### src/rtl/wb_trace_buffer.sv
// Commit-trace FIFO behind the writeback debug port: tags each register-write
// retirement with a sequence number and streams it out over a valid/ready port.
module wb_trace_buffer #(
  parameter int DEPTH      = 8,
  parameter bit CAPTURE_X0 = 1'b0,
  parameter int SEQ_W      = 16
) (
  input  logic                     clk,
  input  logic                     rst_n,
  input  logic                     en,
  input  logic                     debug_RegWrite,
  input  logic [4:0]               debug_WA,
  input  logic [31:0]              debug_WB,
  input  logic [31:0]              debug_inst,
  output logic                     trace_valid,
  input  logic                     trace_ready,
  output logic [SEQ_W-1:0]         trace_seq,
  output logic [31:0]              trace_inst,
  output logic [4:0]               trace_wa,
  output logic [31:0]              trace_wb,
  output logic [$clog2(DEPTH):0]   level,
  output logic [SEQ_W-1:0]         drop_cnt,
  output logic                     overflow,
  input  logic                     clr_stats
);

  localparam int PW    = $clog2(DEPTH);
  localparam int LW    = PW + 1;
  localparam int ENT_W = SEQ_W + 32 + 5 + 32;

  logic [ENT_W-1:0] mem [DEPTH];
  logic [PW-1:0]    wr_ptr, rd_ptr, rd_nxt;
  logic [LW-1:0]    level_q, level_nxt;
  logic [SEQ_W-1:0] seq_q;
  logic             cap, full, pop, push, drop, bypass;
  logic [ENT_W-1:0] new_ent, head_nxt;

  function automatic logic [SEQ_W-1:0] sat_inc(input logic [SEQ_W-1:0] v);
    return (&v) ? v : v + SEQ_W'(1);
  endfunction

  always_comb begin
    cap       = en & debug_RegWrite & (CAPTURE_X0 | (debug_WA != 5'd0));
    full      = (level_q == LW'(DEPTH));
    pop       = trace_valid & trace_ready;
    push      = cap & (!full | pop);
    drop      = cap & full & !pop;
    new_ent   = {seq_q, debug_inst, debug_WA, debug_WB};
    rd_nxt    = pop ? rd_ptr + PW'(1) : rd_ptr;
    level_nxt = level_q;
    if (push && !pop)
      level_nxt = level_q + LW'(1);
    else if (pop && !push)
      level_nxt = level_q - LW'(1);
    // The new entry becomes head when the FIFO is, or is about to be, empty;
    // its memory slot is only written at this same edge.
    bypass    = push & ((level_q == '0) | ((level_q == LW'(1)) & pop));
    head_nxt  = bypass ? new_ent : mem[rd_nxt];
  end

  always_ff @(posedge clk) begin
    if (push)
      mem[wr_ptr] <= new_ent;
  end

  always_ff @(posedge clk or negedge rst_n) begin
    if (!rst_n) begin
      wr_ptr   <= '0;
      rd_ptr   <= '0;
      level_q  <= '0;
      seq_q    <= '0;
      drop_cnt <= '0;
      overflow <= 1'b0;
    end else begin
      if (push)
        wr_ptr <= wr_ptr + PW'(1);
      rd_ptr  <= rd_nxt;
      level_q <= level_nxt;
      if (cap)
        seq_q <= seq_q + SEQ_W'(1);
      if (clr_stats) begin
        drop_cnt <= '0;
        overflow <= 1'b0;
      end else if (drop) begin
        drop_cnt <= sat_inc(drop_cnt);
        overflow <= 1'b1;
      end
    end
  end

  // Head register stage: outputs hold their last value once the FIFO drains.
  always_ff @(posedge clk or negedge rst_n) begin
    if (!rst_n) begin
      trace_valid <= 1'b0;
      trace_seq   <= '0;
      trace_inst  <= '0;
      trace_wa    <= '0;
      trace_wb    <= '0;
    end else begin
      trace_valid <= (level_nxt != '0);
      if (level_nxt != '0)
        {trace_seq, trace_inst, trace_wa, trace_wb} <= head_nxt;
    end
  end

  assign level = level_q;

endmodule

### config.mk
export PLATFORM = sky130hd
export DESIGN_NAME = wb_trace_buffer
export DESIGN_NICKNAME = d
export VERILOG_FILES = /design/src/rtl/wb_trace_buffer.sv
export SDC_FILE = /design/constraint.sdc
export NUM_CORES = 1
export LEC_CHECK = 0
export CORE_ASPECT_RATIO = 0.7
export CORE_MARGIN = 4
export CORE_UTILIZATION = 40
export DETAILED_ROUTE_END_ITERATION = 12
export SETUP_SLACK_MARGIN = 0.15
export SYNTH_ARGS = -nofsm -noshare
export SYNTH_HDL_FRONTEND = slang
export SYNTH_SLANG_ARGS = --single-unit
### constraint.sdc
create_clock -name clk -period 18 [get_ports clk]
set_input_delay 3.6 -clock clk [delete_from_list [all_inputs] [get_ports clk]]
set_output_delay 3.6 -clock clk [all_outputs]
set_load 0.005 [all_outputs]
# Word level (Yosys, flattened, before mapping)

Memory sizes are Yosys's and may differ from the RTL's.
Index checks and enable logic that the tools add are counted.

Register bits after elaboration: 129
RAM bits: 680
Input port bits: 75
Logic and storage cells: 53
Memories: 1

Memory list:

| name | depth | width | read ports | clocked after memory_dff | write ports | line | text |
|---|---|---|---|---|---|---|---|
| mem  | 8     | 85    | 1          | 0                        | 1           | 31   | `logic [ENT_W-1:0] mem [DEPTH];` |

Add/sub/neg operators: 6
Eq/ne operators: 3
Muxes and demuxes: 11
Bitwise logic cells: 10
Reductions and logical operators: 11

Operators by type and width:

| cell                    | count |
|---|---|
| $mux W85                | 1 |
| $mux W16                | 3 |
| $add A16 B1 Y16 const B | 2 |
| $reduce_and A16 Y1      | 1 |
| $and A1 B1 Y1           | 8 |
| $mux W4                 | 2 |
| $add A3 B1 Y3 const B   | 2 |
| $reduce_bool A5 Y1      | 1 |
| $add A4 B1 Y4 const B   | 1 |
| $eq A4 B1 Y1 const B    | 1 |
| $eq A4 B4 Y1 const B    | 1 |
| $logic_not A4 Y1        | 1 |
| $mux W1                 | 4 |
| $reduce_bool A4 Y1      | 1 |
| $sub A4 B1 Y4 const B   | 1 |
| $logic_not A1 Y1        | 3 |
| $mux W3                 | 1 |
| $logic_and A1 B1 Y1     | 2 |
| $ne A2 B2 Y1 const B    | 1 |
| $or A1 B1 Y1            | 2 |
| $reduce_and A2 Y1       | 1 |
| $reduce_bool A2 Y1      | 1 |

# Logic depth before layout (Yosys ltp)

Gate-level depths: netlist of run 1.

Depth after elaboration: 9
Mapped depth: 11

# Worst setup path after synthesis of run 1

Ideal clock, no wire load.

Path type: input to register
Start point: input en
End point: memory mem[1][0] (netlist name), enable pin
Arrival time: 10.154 ns
Path slack: 7.214 ns
Stages on the path: 5
Buffers on the path: 0
Cells stage by stage: and2_1 o21ai_4 a21oi_1 nand2_1 nor3_1

Longest elaborated chain between the ends: 5

Ends and longest elaborated chain:

| item                          | line | text |
|---|---|---|
| from (decl)                   | 10   | `input logic en,` |
| $and A1 B1 Y1 (2 in a row)    | 43   | `cap = en & debug_RegWrite & (CAPTURE_X0 \| (debug_WA != 5'd0));` |
| $and A1 B1 Y1                 | 46   | `push = cap & (!full \| pop);` |
| $mux W1                       | 62   | `if (push)` |
| $mux W1 (not written as such) | 63   | `mem[wr_ptr] <= new_ent;` |
| to (decl)                     | 31   |  |

No other way between the ends.

# Final worst setup path of run 1

Start point: input debug_WA[1]
End point: memory mem[6][19] (netlist name), enable pin

Longest elaborated chain between the ends: 5

Ends and longest elaborated chain:

| item                          | line | text |
|---|---|---|
| from (decl)                   | 12   | `input logic [4:0] debug_WA,` |
| $reduce_bool A5 Y1            | 43   |  |
| $and A1 B1 Y1                 | 43   |  |
| $and A1 B1 Y1                 | 46   |  |
| $mux W1                       | 62   |  |
| $mux W1 (not written as such) | 63   |  |

No other way between the ends.

==> flow_summary_export.csv, run 1 <==
group,metric,value,unit
clock_tree,htree_levels,3,
layout,fin_cells,3190,
place,dp_hpwl,38.9,mm
detailed_routing,vias,17400,
clock_tree,path_clk_slew,0.06,ns
yosys,yosysWarnings,0,
detailed_routing,drt-initial-drc-count,1192,
place,numPlacedInstances,3036,
die,fp-row-count,86,
flow_run,cap_viol_max_count,0,
sta,finalSetupTns,0,ns
min_path,hold_class,"flip-flop to flip-flop",
critical_path,reg2reg_to,"mem[6][19]$_DFFE_PP_",
layout,layout_commonest_cell,"edfxtp_1",
die,ios,182,
sta,setup_viol,0,
clock_tree,insertion_delay,0.63,ns
place,port_buffers,181,
sta,maxSlewHeadroom,21.3,%
detailed_routing,wirelength,76.5,mm
global_route,antenna_found_initial,3,
yosys,yosysTopAreaCell,"edfxtp_1",
layout,synthToLayoutAreaGrowth,17.8,%
clock_tree,cts_sinks,809,
global_route,grt_max_degree,193,
sta,worst_hold_slack,0.506,ns
layout,drive_above_1_share,28.1,%
detailed_routing,first_pass_iters,7,
sta,slew_violations,0,
clock_tree,cts_root_buffer,"clkbuf_16",
status,status,"complete, no violations",
detailed_routing,drc_errors,0,
layout,final_nets,2148,
sta,finClkSkew,0.0224,ns
global_route,grt_pass1_wl,116,mm
critical_path,r2r_start,"level[0]$_DFF_PN0_",
yosys,synth_area_leaders,"edfxtp_1, mux2_2, dfrtp_1",
clock_tree,clk_path_buf_depth,3,
yosys,synth_edf_count,680,
die,fp.dieArea,85600,sq um
sta,fin_crit,7.19,ns
yosys,synth.distinct_cells,50,
critical_path,end_kind,"flip-flop",
critical_path,required,18.25,ns
die,fp.dieW,348,microns
critical_path,crit_path_top_delay_cell,"clkdlybuf4s50_1",
critical_path,critPathMaxFanout,39,
min_path,hold_path_depth,2,
power_and_ir_drop,ir_worst_vdd,201,uV
yosys,synth_seq_cells,809,
layout,fill_cells,6649,
clock_tree,postCtsSetupRepairBufs,0,
global_route,gr-total-overflow,0,
clock_tree,cts_made_buffers,83,
yosys,synth_nets,1957,
sta,hold_violations,0,
critical_path,worstSetupStartpointType,"primary input",
yosys,ys_seq_area_share,73.0,%
yosys,synth-async-reset-ratio,15.9,%
critical_path,critPathLaunch,"debug_WA[1]",
sta,fmax,0.139,GHz
yosys,synth.avg_cell_area,17.3,sq um
critical_path,path_delay_family,"buffers and inverters",
detailed_routing,via_per_inst,5.44,
yosys,synth_area,32400,sq um
place,gp_congestion,0.736,
critical_path,reg2reg_depth,8,
clock_tree,cts_resized,0,
critical_path,r2r_slack,13.67,ns
global_route,track_usage,17.8,%
detailed_routing,wl_per_cell,24.0,microns
critical_path,endpoint,"mem[6][19]$_DFFE_PP_",
critical_path,cp_slowest_stage_delay,0.74,ns
yosys,synth_cells,1874,
die,initial_utilization,40.8,%
global_route,grt_pass1_vias,18100,
critical_path,arrival,7.44,ns
clock_tree,cts_hold_buf,0,
sta,tightest_slew,1.18,ns
critical_path,cp.depth,8,
critical_path,cp_cell_sequence,"clkdlybuf4s50_1 > or3_4 > o21ai_4 > a21oi_1 > nand2b_1 > nor2_4 > buf_4 > buf_4",
yosys,synth_ff_type,"edfxtp_1",
sta,post-route-period-util,39.9,%
sta,rsz0062_at_grt,"false",
critical_path,path_class,"primary input to flip-flop",
layout,layout_common_cells,"edfxtp_1, mux2_2, clkdlybuf4s50_1, o22ai_1, dfrtp_1",
die,coreArea,79400,sq um
clock_tree,tritoncts,"done",
power_and_ir_drop,leakage,12.7,nW
critical_path,crit_top_cell,"buf_4",
critical_path,path_buf_inv,3,
die,die_h,246,microns
detailed_routing,antenna_left,0,
yosys,synth_top_area_share,63.1,%
power_and_ir_drop,p_per_area,166,nW/um^2
per-layer routing:
layer | part of all wire (%) | global-route usage (%) | up-vias
met5 | 0.021 | 0 | -
met4 | 1.9 | 4.26 | 4
met3 | 4.9 | 3.33 | 109
met2 | 47 | 28.8 | 433
met1 | 46 | 25.2 | 9011
li1 | - | - | 7794
layout make-up:
type | instances | area, sq um | share of cell area [%]
well taps | 1056 | 1320 | 3.46
flip-flops and latches | 809 | 23600 | 62.0
diodes | 1 | 2.50 | 0.00656
clock buffers | 120 | 2330 | 6.10
repair buffers | 213 | 2080 | 5.45
inverters | 6 | 22.5 | 0.0591
clock inverters | 33 | 387 | 1.01
multi-input cells | 952 | 8350 | 21.9
state kept, by name, summed over array words and instances (netlist names):
register     cells
trace_valid      1
trace_wa         5
overflow         1
wr_ptr           3
trace_wb        32
level            4
mem            680
rd_ptr           3
drop_cnt        16
seq_q           16
trace_seq       16
trace_inst      32
cells in the mapped netlist, types with 4 or more instances:
cell / count
nand3_1: 17
a21oi_1: 10
o31ai_1: 86
edfxtp_1: 680
and3_1: 6
mux2_2: 383
mux2_4: 39
nand4_1: 5
buf_6: 4
and2_1: 6
o21ai_0: 7
nor2_1: 30
o22ai_1: 169
xor2_1: 13
xnor2_1: 21
buf_2: 45
nor3_1: 7
nand2_1: 103
and4_1: 6
buf_1: 12
inv_1: 6
dfrtp_1: 129
ha_1: 8
clkbuf_1: 44
stage by stage:
stage | setup slack [ns] | power [W] | area (sq um) | utilization (%)
2_1_floorplan | 7.21 | 0.00392 | 32400 | -
3_3_place_gp | 10.19 | 0.00464 | 35400 | 44.6
3_5_place_dp | 10.14 | 0.00468 | 35400 | 44.6
4_1_cts | 10.79 | 0.00641 | 38100 | 48.0
5_1_grt | 10.60 | 0.00666 | 38100 | 48.0
6_report | 10.81 | 0.00634 | 38100 | 48.0
tightest hold or removal path: stages, from the launching register on:
cell and delay, ns:
dfrtp_1 0.34, nor2_1 0.05, nor2_1 0.08
power by group:
part	total [W]	internal (W)	switching (W)
registers	0.00243	0.00230	0.000136
logic	0.00219	0.00110	0.00109
clock network	0.00171	0.00100	0.000705
total	0.00634	0.00440	0.00194
cells by family after synthesis:
kind of cell             synth area share (%)
XOR/XNOR                                0.920
multiplexers                             15.3
adder cells (fa/ha/maj)                 0.309
flip-flops                               73.0
AO/OA/AOI/OAI                            6.06
buffers and inverters                    1.59
AND/OR/NAND/NOR                          2.75
worst min path at each step:
| stage | startpoint | end | slack, ns |
|---|---|---|---|
| finish | overflow$_DFFE_PN0P_ | overflow$_DFFE_PN0P_ | 0.51 |
| global route | overflow$_DFFE_PN0P_ | overflow$_DFFE_PN0P_ | 0.52 |
| CTS | overflow$_DFFE_PN0P_ | overflow$_DFFE_PN0P_ | 0.50 |
| detailed placement | overflow$_DFFE_PN0P_ | overflow$_DFFE_PN0P_ | 0.49 |
| global placement | overflow$_DFFE_PN0P_ | overflow$_DFFE_PN0P_ | 0.48 |
| floorplan | wr_ptr[0]$_DFFE_PN0P_ | wr_ptr[0]$_DFFE_PN0P_ | 0.48 |
Power figures use the tool's default switching activity.
==> inputs of run 2 (changes only) <==
- clock period: 18 -> 6.15 ns (I/O delays scaled with it)
==> run 2 against run 1 <==
Critical path depth unchanged. Die area stayed put. Power rose to 2.9 times the previous value. Clock power grew to 2.9 times the previous value. Utilization is 0.23 points higher. Via count fell by 0.51%. Non-clock buffer count increased by 9. Global-route usage grew 0.063 points. Clock skew fell by 0.0015 ns.
==> flow_summary_export.csv, run 2 (synthesized netlist as in run 1, its figures left out) <==
group,metric,value,unit
clock_tree,cts_hold_buf,0,
global_route,grt_pass1_wl,116,mm
power_and_ir_drop,ir_worst_vdd,351,uV
critical_path,required,6.64,ns
detailed_routing,drt-initial-drc-count,1257,
die,initial_utilization,40.8,%
sta,setup_ws,2.19,ns
die,fp-row-count,86,
detailed_routing,met3WireLength,3.86,mm
sta,post-route-period-util,64.4,%
layout,final_nets,2156,
critical_path,worstSetupStartpointType,"primary input",
detailed_routing,drt-met1-wl,35.3,mm
layout,layout_commonest_cell,"edfxtp_1",
sta,finClkSkew,0.0209,ns
sta,hold_violations,0,
global_route,grt_pass1_vias,18100,
place,port_buffers,181,
global_route,gr-total-overflow,0,
clock_tree,path_clk_slew,0.06,ns
sta,fin_crit,3.96,ns
detailed_routing,top_layer,"met5",
die,coreArea,79400,sq um
place,numPlacedInstances,3045,
sta,finalSetupTns,0,ns
layout,top_regs,"mem (680), trace_inst (32), trace_wb (32)",
place,gp_congestion,0.737,
die,fp.dieArea,85600,sq um
sta,slew_violations,0,
status,status,"complete, no violations",
power_and_ir_drop,p_per_area,486,nW/um^2
clock_tree,htree_levels,3,
global_route,antenna_found_initial,1,
critical_path,critPathMaxFanout,100,
layout,top_register,"mem",
clock_tree,cts_root_buffer,"clkbuf_16",
critical_path,crit_top_cell,"mux2_2",
layout,fin_cells,3198,
die,ios,182,
power_and_ir_drop,leakage,12.8,nW
layout,largest_reg_flops,680,
clock_tree,postCtsSetupRepairBufs,0,
min_path,hold_class,"flip-flop to flip-flop",
critical_path,arrival,4.45,ns
critical_path,path_buf_inv,2,
global_route,grt_max_degree,113,
detailed_routing,antenna_left,0,
detailed_routing,drc_errors,0,
global_route,track_usage,17.9,%
die,die_h,246,microns
detailed_routing,via_per_inst,5.40,
critical_path,end_kind,"flip-flop",
place,dp_slack,1.58,ns
sta,rsz0062_at_grt,"false",
die,fp.dieW,348,microns
layout,final_area,38300,sq um
detailed_routing,wirelength,76.6,mm
detailed_routing,first_pass_iters,5,
place,dpl-instance-area,35600,sq um
clock_tree,insertion_delay,0.62,ns
critical_path,crit_path_top_delay_cell,"xnor2_2",
detailed_routing,vias,17300,
flow_run,cap_viol_max_count,0,
sta,setup_viol,0,
clock_tree,clk_path_buf_depth,3,
detailed_routing,route.met2.wl,36.0,mm
sta,tightest_slew,1.08,ns
critical_path,cp_slowest_stage_delay,0.64,ns
layout,layout_common_cells,"edfxtp_1, mux2_2, clkdlybuf4s50_1, o22ai_1, dfrtp_1",
place,dp_hpwl,40.5,mm
clock_tree,cts_resized,0,
clock_tree,tritoncts,"done",
critical_path,path_delay_family,"buffers and inverters",
critical_path,path_class,"primary input to flip-flop",
detailed_routing,wl_per_cell,24.0,microns
critical_path,cp_cell_sequence,"clkdlybuf4s50_1 > nand2_1 > xnor2_2 > buf_12 > mux2_2 > o22ai_1 > o31ai_1 > mux2_2",
layout,synthToLayoutAreaGrowth,18.4,%
critical_path,r2r_slack,2.81,ns
clock_tree,cts_sinks,809,
sta,maxSlewHeadroom,27.4,%
sta,fmax,0.252,GHz
clock_tree,cts_made_buffers,82,
layout,drive_above_1_share,28.5,%
## run 2: path summary, 6_finish.rpt
| path | start | end | depth (start not counted) |
|---|---|---|---|
| max | trace_ready | trace_inst[10]$_DFFE_PN0P_ | 8 |
| min | trace_inst[6]$_DFFE_PN0P_ | trace_inst[6]$_DFFE_PN0P_ | 1 |
| max reg2reg | level[0]$_DFF_PN0_ | mem[1][75]$_DFFE_PP_ | 7 |
| min reg2reg | trace_inst[6]$_DFFE_PN0P_ | trace_inst[6]$_DFFE_PN0P_ | 1 |
| max in group asynchronous | rst_n | seq_q[10]$_DFFE_PN0P_ | 2 |
| min in group asynchronous | rst_n | trace_wb[1]$_DFFE_PN0P_ | 1 |
## run 2: layout make-up
| cell class | instances | area [sq um] |
|---|---|---|
| inverter | 6 | 22.5 |
| timing repair buffer | 222 | 2250 |
| fill | 6583 | 41100 |
| tap | 1056 | 1320 |
| clock buffer | 104 | 2220 |
| clock inverter | 48 | 503 |
| antenna | 1 | 2.50 |
| multi-input combinational | 952 | 8360 |
| sequential | 809 | 23600 |
## run 2: power breakdown
| group | leakage (nW) | total (W) | switching [W] | internal (W) |
|---|---|---|---|---|
| sequential | 7.73 | 0.00714 | 0.000424 | 0.00672 |
| combinational | 3.71 | 0.00649 | 0.00321 | 0.00328 |
| clock | 1.34 | 0.00500 | 0.00205 | 0.00294 |
| total | 12.8 | 0.0186 | 0.00569 | 0.0129 |
## run 2: through the flow
| stage | util [%] | total power (W) | hold slack, ns |
|---|---|---|---|
| floorplan | - | 0.0115 | 0.480 |
| global placement | 44.8 | 0.0137 | 0.488 |
| detailed placement | 44.8 | 0.0138 | 0.493 |
| CTS | 48.3 | 0.0188 | 0.510 |
| global route | 48.3 | 0.0196 | 0.519 |
| finish | 48.3 | 0.0186 | 0.505 |
## run 2: per-layer routing
metal / vias up / track usage [%]
li1: 7820 / -
met1: 8932 / 25.4
met2: 389 / 28.9
met3: 119 / 3.27
met4: 2 / 4.43
met5: - / 0
